$ cat config.mk
export PLATFORM = sky130hd
export DESIGN_NAME = mem_access
export DESIGN_NICKNAME = d
export VERILOG_FILES = /design/src/rtl/mem_access.sv
export SDC_FILE = /design/constraint.sdc
export NUM_CORES = 1
export LEC_CHECK = 0
export CORE_UTILIZATION = 45
export DETAILED_ROUTE_END_ITERATION = 10
export PLACE_DENSITY = 0.81
export SETUP_SLACK_MARGIN = 0.05
export SLEW_MARGIN = 10
export SYNTH_ARGS = -nofsm -noshare
export SYNTH_HDL_FRONTEND = slang
export SYNTH_SLANG_ARGS = --single-unit
$ cat constraint.sdc
create_clock -name clock -period 4.04 [get_ports clock]
set_input_delay 0.808 -clock clock [delete_from_list [all_inputs] [get_ports clock]]
set_output_delay 0.808 -clock clock [all_outputs]
set_load 0.01 [all_outputs]
$ cat src/rtl/mem_access.sv
// Load/store unit to a ready/ack data memory: issues 1 registered request, stalls until ack or TIMEOUT, then 1-cycle DONE (min 2 cycles).
// Stall holds EX_MEM while busy; MEM_ALIGN_CHECK_EN rejects misaligned half/word accesses instead of forcing alignment.
module mem_access #(
    parameter int unsigned TIMEOUT = 255
) (
    input  logic        clock,
    input  logic        reset,
    input  logic        ex_mem_memread,
    input  logic        ex_mem_memwrite,
    input  logic [1:0]  ex_mem_size,
    input  logic        ex_mem_unsigned,
    input  logic [31:0] ex_mem_addr,
    input  logic [31:0] ex_mem_wdata,
    output logic        dmem_req,
    output logic        dmem_we,
    output logic [31:0] dmem_addr,
    output logic [3:0]  dmem_be,
    output logic [31:0] dmem_wdata,
    input  logic        dmem_ack,
    input  logic [31:0] dmem_rdata,
    output logic        mem_stall,
    output logic [31:0] MEM_MemData,
    output logic        mem_done,
    output logic        mem_timeout,
    output logic        mem_addr_error
);

    typedef enum logic [1:0] {IDLE, WAIT, DONE} state_t;

    localparam logic [8:0] TMO = 9'(TIMEOUT);

    state_t      state_q, state_d;
    logic [7:0]  cnt_q, cnt_d;
    logic        req_q, req_d, we_q, we_d;
    logic [31:0] addr_q, addr_d, wdata_q, wdata_d, data_q, data_d;
    logic [3:0]  be_q, be_d;
    logic [1:0]  off_q, off_d, sz_q, sz_d;
    logic        uns_q, uns_d, tmo_q, tmo_d, aerr_q, aerr_d;

    logic        is_req, legal, bad_align;
    logic [3:0]  be_c;
    logic [31:0] lane_wdata_c;

    assign is_req = ex_mem_memread | ex_mem_memwrite;

`ifdef MEM_ALIGN_CHECK_EN
    logic misaligned;
    assign misaligned = (ex_mem_size == 2'b01 && ex_mem_addr[0]) ||
                        (ex_mem_size[1] && ex_mem_addr[1:0] != 2'b00);
    assign legal      = is_req & ~misaligned;
    assign bad_align  = is_req & misaligned;
`else
    assign legal      = is_req;
    assign bad_align  = 1'b0;
`endif

    always_comb begin
        be_c         = 4'b1111;
        lane_wdata_c = ex_mem_wdata;
        if (!ex_mem_size[1]) begin
            if (ex_mem_size[0]) begin
                be_c         = ex_mem_addr[1] ? 4'b1100 : 4'b0011;
                lane_wdata_c = {2{ex_mem_wdata[15:0]}};
            end else begin
                be_c         = 4'b0001 << ex_mem_addr[1:0];
                lane_wdata_c = {4{ex_mem_wdata[7:0]}};
            end
        end
    end

    // Extraction uses the offset/size captured at issue, so the result does not depend on EX_MEM staying frozen.
    function automatic logic [31:0] load_ext(input logic [31:0] w, input logic [1:0] off,
                                             input logic [1:0] sz, input logic uns);
        logic [7:0]  b;
        logic [15:0] h;
        b = w[{off, 3'b000} +: 8];
        h = off[1] ? w[31:16] : w[15:0];
        if (sz[1])
            return w;
        else if (sz[0])
            return uns ? {16'h0000, h} : {{16{h[15]}}, h};
        else
            return uns ? {24'h000000, b} : {{24{b[7]}}, b};
    endfunction

    always_comb begin
        state_d   = state_q;
        cnt_d     = cnt_q;
        req_d     = req_q;
        we_d      = we_q;
        addr_d    = addr_q;
        be_d      = be_q;
        wdata_d   = wdata_q;
        off_d     = off_q;
        sz_d      = sz_q;
        uns_d     = uns_q;
        data_d    = data_q;
        tmo_d     = 1'b0;
        aerr_d    = 1'b0;
        mem_stall = 1'b0;
        case (state_q)
            IDLE: begin
                if (legal) begin
                    mem_stall = 1'b1;
                    req_d     = 1'b1;
                    we_d      = ex_mem_memwrite;
                    addr_d    = {ex_mem_addr[31:2], 2'b00};
                    be_d      = be_c;
                    wdata_d   = lane_wdata_c;
                    off_d     = ex_mem_addr[1:0];
                    sz_d      = ex_mem_size;
                    uns_d     = ex_mem_unsigned;
                    cnt_d     = 8'd0;
                    state_d   = WAIT;
                end else if (bad_align) begin
                    aerr_d = 1'b1;
                    data_d = 32'h0;
                end
            end
            WAIT: begin
                mem_stall = 1'b1;
                cnt_d     = cnt_q + 8'd1;
                if (dmem_ack) begin
                    req_d   = 1'b0;
                    data_d  = we_q ? 32'h0 : load_ext(dmem_rdata, off_q, sz_q, uns_q);
                    state_d = DONE;
                end else if ({1'b0, cnt_q} + 9'd1 == TMO) begin
                    req_d   = 1'b0;
                    data_d  = 32'h0;
                    tmo_d   = 1'b1;
                    state_d = DONE;
                end
            end
            DONE:    state_d = IDLE;
            default: state_d = IDLE;
        endcase
    end

    always_ff @(posedge clock or negedge reset) begin
        if (!reset) begin
            state_q <= IDLE;
            cnt_q   <= 8'd0;
            req_q   <= 1'b0;
            we_q    <= 1'b0;
            addr_q  <= 32'h0;
            be_q    <= 4'h0;
            wdata_q <= 32'h0;
            off_q   <= 2'b00;
            sz_q    <= 2'b00;
            uns_q   <= 1'b0;
            data_q  <= 32'h0;
            tmo_q   <= 1'b0;
            aerr_q  <= 1'b0;
        end else begin
            state_q <= state_d;
            cnt_q   <= cnt_d;
            req_q   <= req_d;
            we_q    <= we_d;
            addr_q  <= addr_d;
            be_q    <= be_d;
            wdata_q <= wdata_d;
            off_q   <= off_d;
            sz_q    <= sz_d;
            uns_q   <= uns_d;
            data_q  <= data_d;
            tmo_q   <= tmo_d;
            aerr_q  <= aerr_d;
        end
    end

    assign dmem_req       = req_q;
    assign dmem_we        = we_q;
    assign dmem_addr      = addr_q;
    assign dmem_be        = be_q;
    assign dmem_wdata     = wdata_q;
    assign MEM_MemData    = data_q;
    assign mem_done       = (state_q == DONE);
    assign mem_timeout    = tmo_q;
    assign mem_addr_error = aerr_q;

endmodule

### Yosys cells after proc, flatten, opt, wreduce, memory -nomap -nowiden

Cells that the tools add are included.

| word-level totals | value |
|---|---|
| flip-flop bits (word level) | 116 |
| bits in latches | 0 |
| memory bits (writable) | 0 |
| ROM bits | 0 |
| input bits | 104 |
| output and inout port bits | 106 |
| word-level logic and storage cells | 58 |
| memories kept | 0 |

| operators by class | value |
|---|---|
| $add $sub $neg | 2 |
| $mul | 0 |
| divide/modulo/power cells | 0 |
| magnitude comparators | 0 |
| equality and inequality tests | 5 |
| shift operators | 2 |
| muxes and demuxes | 28 |
| bitwise operators | 1 |
| reduce and logical (&&, ||, !) cells | 8 |

Operators with widths:

| kind | count |
|---|---|
| $mux 32 | 9 |
| $shiftx 32x6->8 | 1 |
| $mux 16 | 1 |
| $pmux 8 s2 | 1 |
| $mux 4 | 3 |
| $add 8x1->9 const B | 1 |
| $eq 9x8->1 const B | 1 |
| $add 8x1->8 const B | 1 |
| $mux 8 | 1 |
| $reduce_and 2->1 | 4 |
| $mux 1 | 7 |
| $mux 2 | 3 |
| $pmux 1 s2 | 2 |
| $pmux 2 s2 | 1 |
| $reduce_bool 2->1 | 2 |
| $shl 1x2->4 const A | 1 |
| $ne 3x3->1 const B | 1 |
| $reduce_and 3->1 | 1 |
| $eq 2x1->1 const B | 1 |
| $eq 2x2->1 const B | 1 |
| $logic_not 2->1 | 1 |
| $ne 2x2->1 const B | 1 |
| $or 1x1->1 | 1 |

### Longest topological paths before layout

| depth | value |
|---|---|
| depth in word-level cells | 6 |
| gate-level depth with buffers | 7 |

### Worst setup path before layout

No wires, ideal clock.

| timing path | value |
|---|---|
| path kind | input to output |
| start | input ex_mem_memwrite |
| end | output mem_stall |
| arrival time | 1.376 ns |
| data required time | 3.232 ns |
| slack | 1.856 ns |
| cell stages on the path | 4 |
| path through | nor3_1 -> or2_2 -> clkbuf_1 -> inv_1 |

| on the way | value |
|---|---|
| longest elaborated chain between the ends | 3 |

Ends and longest elaborated chain:

| what | line | text |
|---|---|---|
| start: declaration | 9 | `input logic ex_mem_memwrite,` |
| $or 1x1->1 | 44 | `assign is_req = ex_mem_memread \| ex_mem_memwrite;` |
| $mux 1 | 103 | `if (legal) begin` |
| $pmux 1 s2 | 101 | `case (state_q)` |
| end: declaration | 21 | `output logic mem_stall,` |

No other way between the ends.

### Worst setup path after layout

Ends and elaborated chain as after synthesis.

==> key figures <==
Status
  • Status: finished clean

Placed design
  • DP HPWL: 11.3 mm
  • Final Wtd Congestion: 0.861
  • Dpl ws: 0.830 ns
  • IO buf count: 206
  • Dpl cell area: 7770 um^2

Logic synthesis
  • Share of the yosys chip area belonging to registers: 51.7%
  • Top_reg_cell synth: dfrtp_1
  • #FFs+latches synth: 116
  • YS warnings: 0
  • Synth Instances: 593
  • Post-synth EDFFs: 0
  • Synth cell types: 43
  • Mapped Area: 5610 um^2
  • Post-Syn Area per Cell: 9.47 um^2
  • Ys async rst share: 100%

Finish
  • Ratio of cells with drive above 1 in the final layout: 8.88%
  • # fillers: 922
  • Area delta synth->final: 49.7%
  • ANT cells: 0
  • Most common cell after layout, fill and taps aside: clkdlybuf4s50_1
  • Final net count: 893
  • Design area: 8400 um^2
  • Commonest non-fill, non-tap cells in the layout: clkdlybuf4s50_1, nand2_1, dfrtp_1

Timing
  • Final setup fails: 0
  • Final Hold Viols: 0
  • Max-slew violations: 0
  • Final worst-path cycle share: 80.1%
  • Slew margin rel.: 25.7%
  • Setup Skew: 0.00677 ns
  • Worst-Margin Slew: 1.11 ns
  • Setup WS post-layout: 0.806 ns
  • Final setup TNS: 0 ns
  • Min Tclk post-route: 3.23 ns
  • F_max: 309 MHz
  • Unrepaired setup endpoints after global routing: no

Die
  • Placeable Area: 12100 um^2
  • Die Wd: 114 um
  • Row cnt: 40
  • DIE AREA: 12900 um^2
  • Die height: 114 um
  • Initial Util: 46.5%
  • I/O Pins: 210

GRT
  • Met1 GRT Util: 28.2%
  • GR Util met3: 10.6%
  • Antenna violations before repair: 1
  • Gr usage total: 26.1%
  • Largest net degree at the start of global routing: 98
  • First-pass GRT wire length: 25.7 mm
  • Met2 Usage GRT: 44.3%
  • Overflow after GRT: 0
  • Vias in the first global route: 5121
  • Busiest grt layer: met2

Pwr
  • Cell area power density: 761 nW/um^2
  • Peak supply drop: 0.426 mV
  • Total leakage power: 3.83 nW
  • Overall Power: 0.00640 W

Worst hold path
  • Hold Crit Class: register to register
  • Hold depth: 2
  • WHS Endpoint: dmem_addr[21]$_DFFE_PN0P_
  • Hold wc startpoint: dmem_addr[21]$_DFFE_PN0P_

Worst setup path
  • R2R Path End: MEM_MemData[26]$_DFFE_PN0P_
  • CP Class: primary input to primary output
  • CP Max Fanout: 9
  • Startpoint Class: primary input
  • R2R Setup Slk: 1.29 ns
  • FF-to-FF Start: off_q[1]$_DFFE_PN0P_
  • CP arrival: 2.43 ns
  • Critical Path RT: 3.23 ns
  • Reg2reg path depth: 5
  • Crit end category: primary output

Routing
  • Vias per cell: 5.23
  • Drt total wl: 16.0 mm
  • Post-route ant nets: 0
  • Wire length per cell: 16.5 um
  • Total number of vias: 5058
  • Starting DRT DRC Count: 230
  • DR pass1 iterations: 5
  • # DRC: 0

CTS
  • Clock buffer depth: 2
  • CTS tree: built
  • Clk root buf: clkbuf_16
  • Total setup buffers inserted after CTS: 0
  • Worst-skew pair later-pin latency: 0.41 ns
  • Inserted Clock Buffers: 17
  • Post-cts sizing count: 0
  • Hold_buf cts: 0
  • Clock transition at path regs: 0.05 ns
  • Depth of the CTS H-tree: 4
  • Clk sink count: 116

Job
  • Number of max-cap violations: 0
report_power, final:
part	internal (W)	switching, W	total (W)
Combinational	0.00142	0.00130	0.00272
Clock	0.00106	0.000541	0.00160
Sequential	0.00167	0.000406	0.00208
stage by stage:
stage               hold slack, ns  utilization, %  instances
floorplan                    0.466               -        595
global route                 0.492            69.7        968
detailed placement           0.461            64.4        936
CTS                          0.475            69.7        968
global placement             0.458            64.4        936
finish                       0.470            69.7        968
routing by layer:
metal | vias up | wire length, um
li1 | 2380 | -
met1 | 2424 | 6060
met2 | 216 | 7990
met3 | 36 | 1460
met4 | 2 | 449
met5 | - | 13
worst max-delay path, stage by stage:
cell,delay (ns)
clkdlybuf4s50_1,0.59
nor3_1,0.08
or2_2,0.35
inv_1,0.08
clkdlybuf4s50_1,0.52
cells in the mapped netlist (3+ instances only):
cell / count / area [um^2]
a31oi_1: 3 / 18.8
buf_6: 3 / 33.8
o21ai_0: 41 / 205
nor2b_1: 4 / 25.0
clkbuf_1: 28 / 105
mux2_4: 21 / 315
o21a_1: 3 / 22.5
inv_1: 14 / 52.6
dfrtp_1: 116 / 2900
a21oi_1: 37 / 185
nand2b_1: 4 / 25.0
nand2_1: 190 / 713
o221ai_1: 7 / 61.3
a32oi_1: 8 / 70.1
nor2_1: 25 / 93.8
nor3b_1: 7 / 52.6
buf_4: 3 / 22.5
buf_1: 4 / 15.0
mux2i_1: 39 / 390
mux2_2: 4 / 45.0
worst max-delay path by stage:
stage                      to            start  slack (ns)  depth (start not counted)
finish              mem_stall  ex_mem_memwrite        0.81                          5
floorplan           mem_stall  ex_mem_memwrite        1.86                          4
global placement    mem_stall  ex_mem_memwrite        0.85                          5
CTS                 mem_stall  ex_mem_memwrite        0.81                          5
detailed placement  mem_stall  ex_mem_memwrite        0.83                          5
global route        mem_stall  ex_mem_memwrite        0.76                          5
layout make-up:
cell class	count	area [um^2]	share of cell area (%)
clock inverters	13	181	2.16
well taps	168	210	2.50
repair buffers	213	2110	25.1
inverters	14	52.6	0.625
multi-input cells	425	2490	29.6
flip-flops and latches	116	2900	34.5
clock buffers	19	453	5.39
state kept, by name, indices dropped and copies added, names as in the netlist, 2 cells and up:
signal / count
sz_q: 2
state_q: 2
off_q: 2
dmem_wdata: 32
dmem_addr: 30
cnt_q: 8
dmem_be: 4
MEM_MemData: 32
kinds of logic after synthesis:
group	synth area share [%]
compound gates	11.9
xor+xnor	0.624
fa+ha+maj	0.446
buf+inv	4.26
flops	51.7
mux	13.4
other cells	0.0668
simple gates	17.6
(Power assumes the default switching activity.)
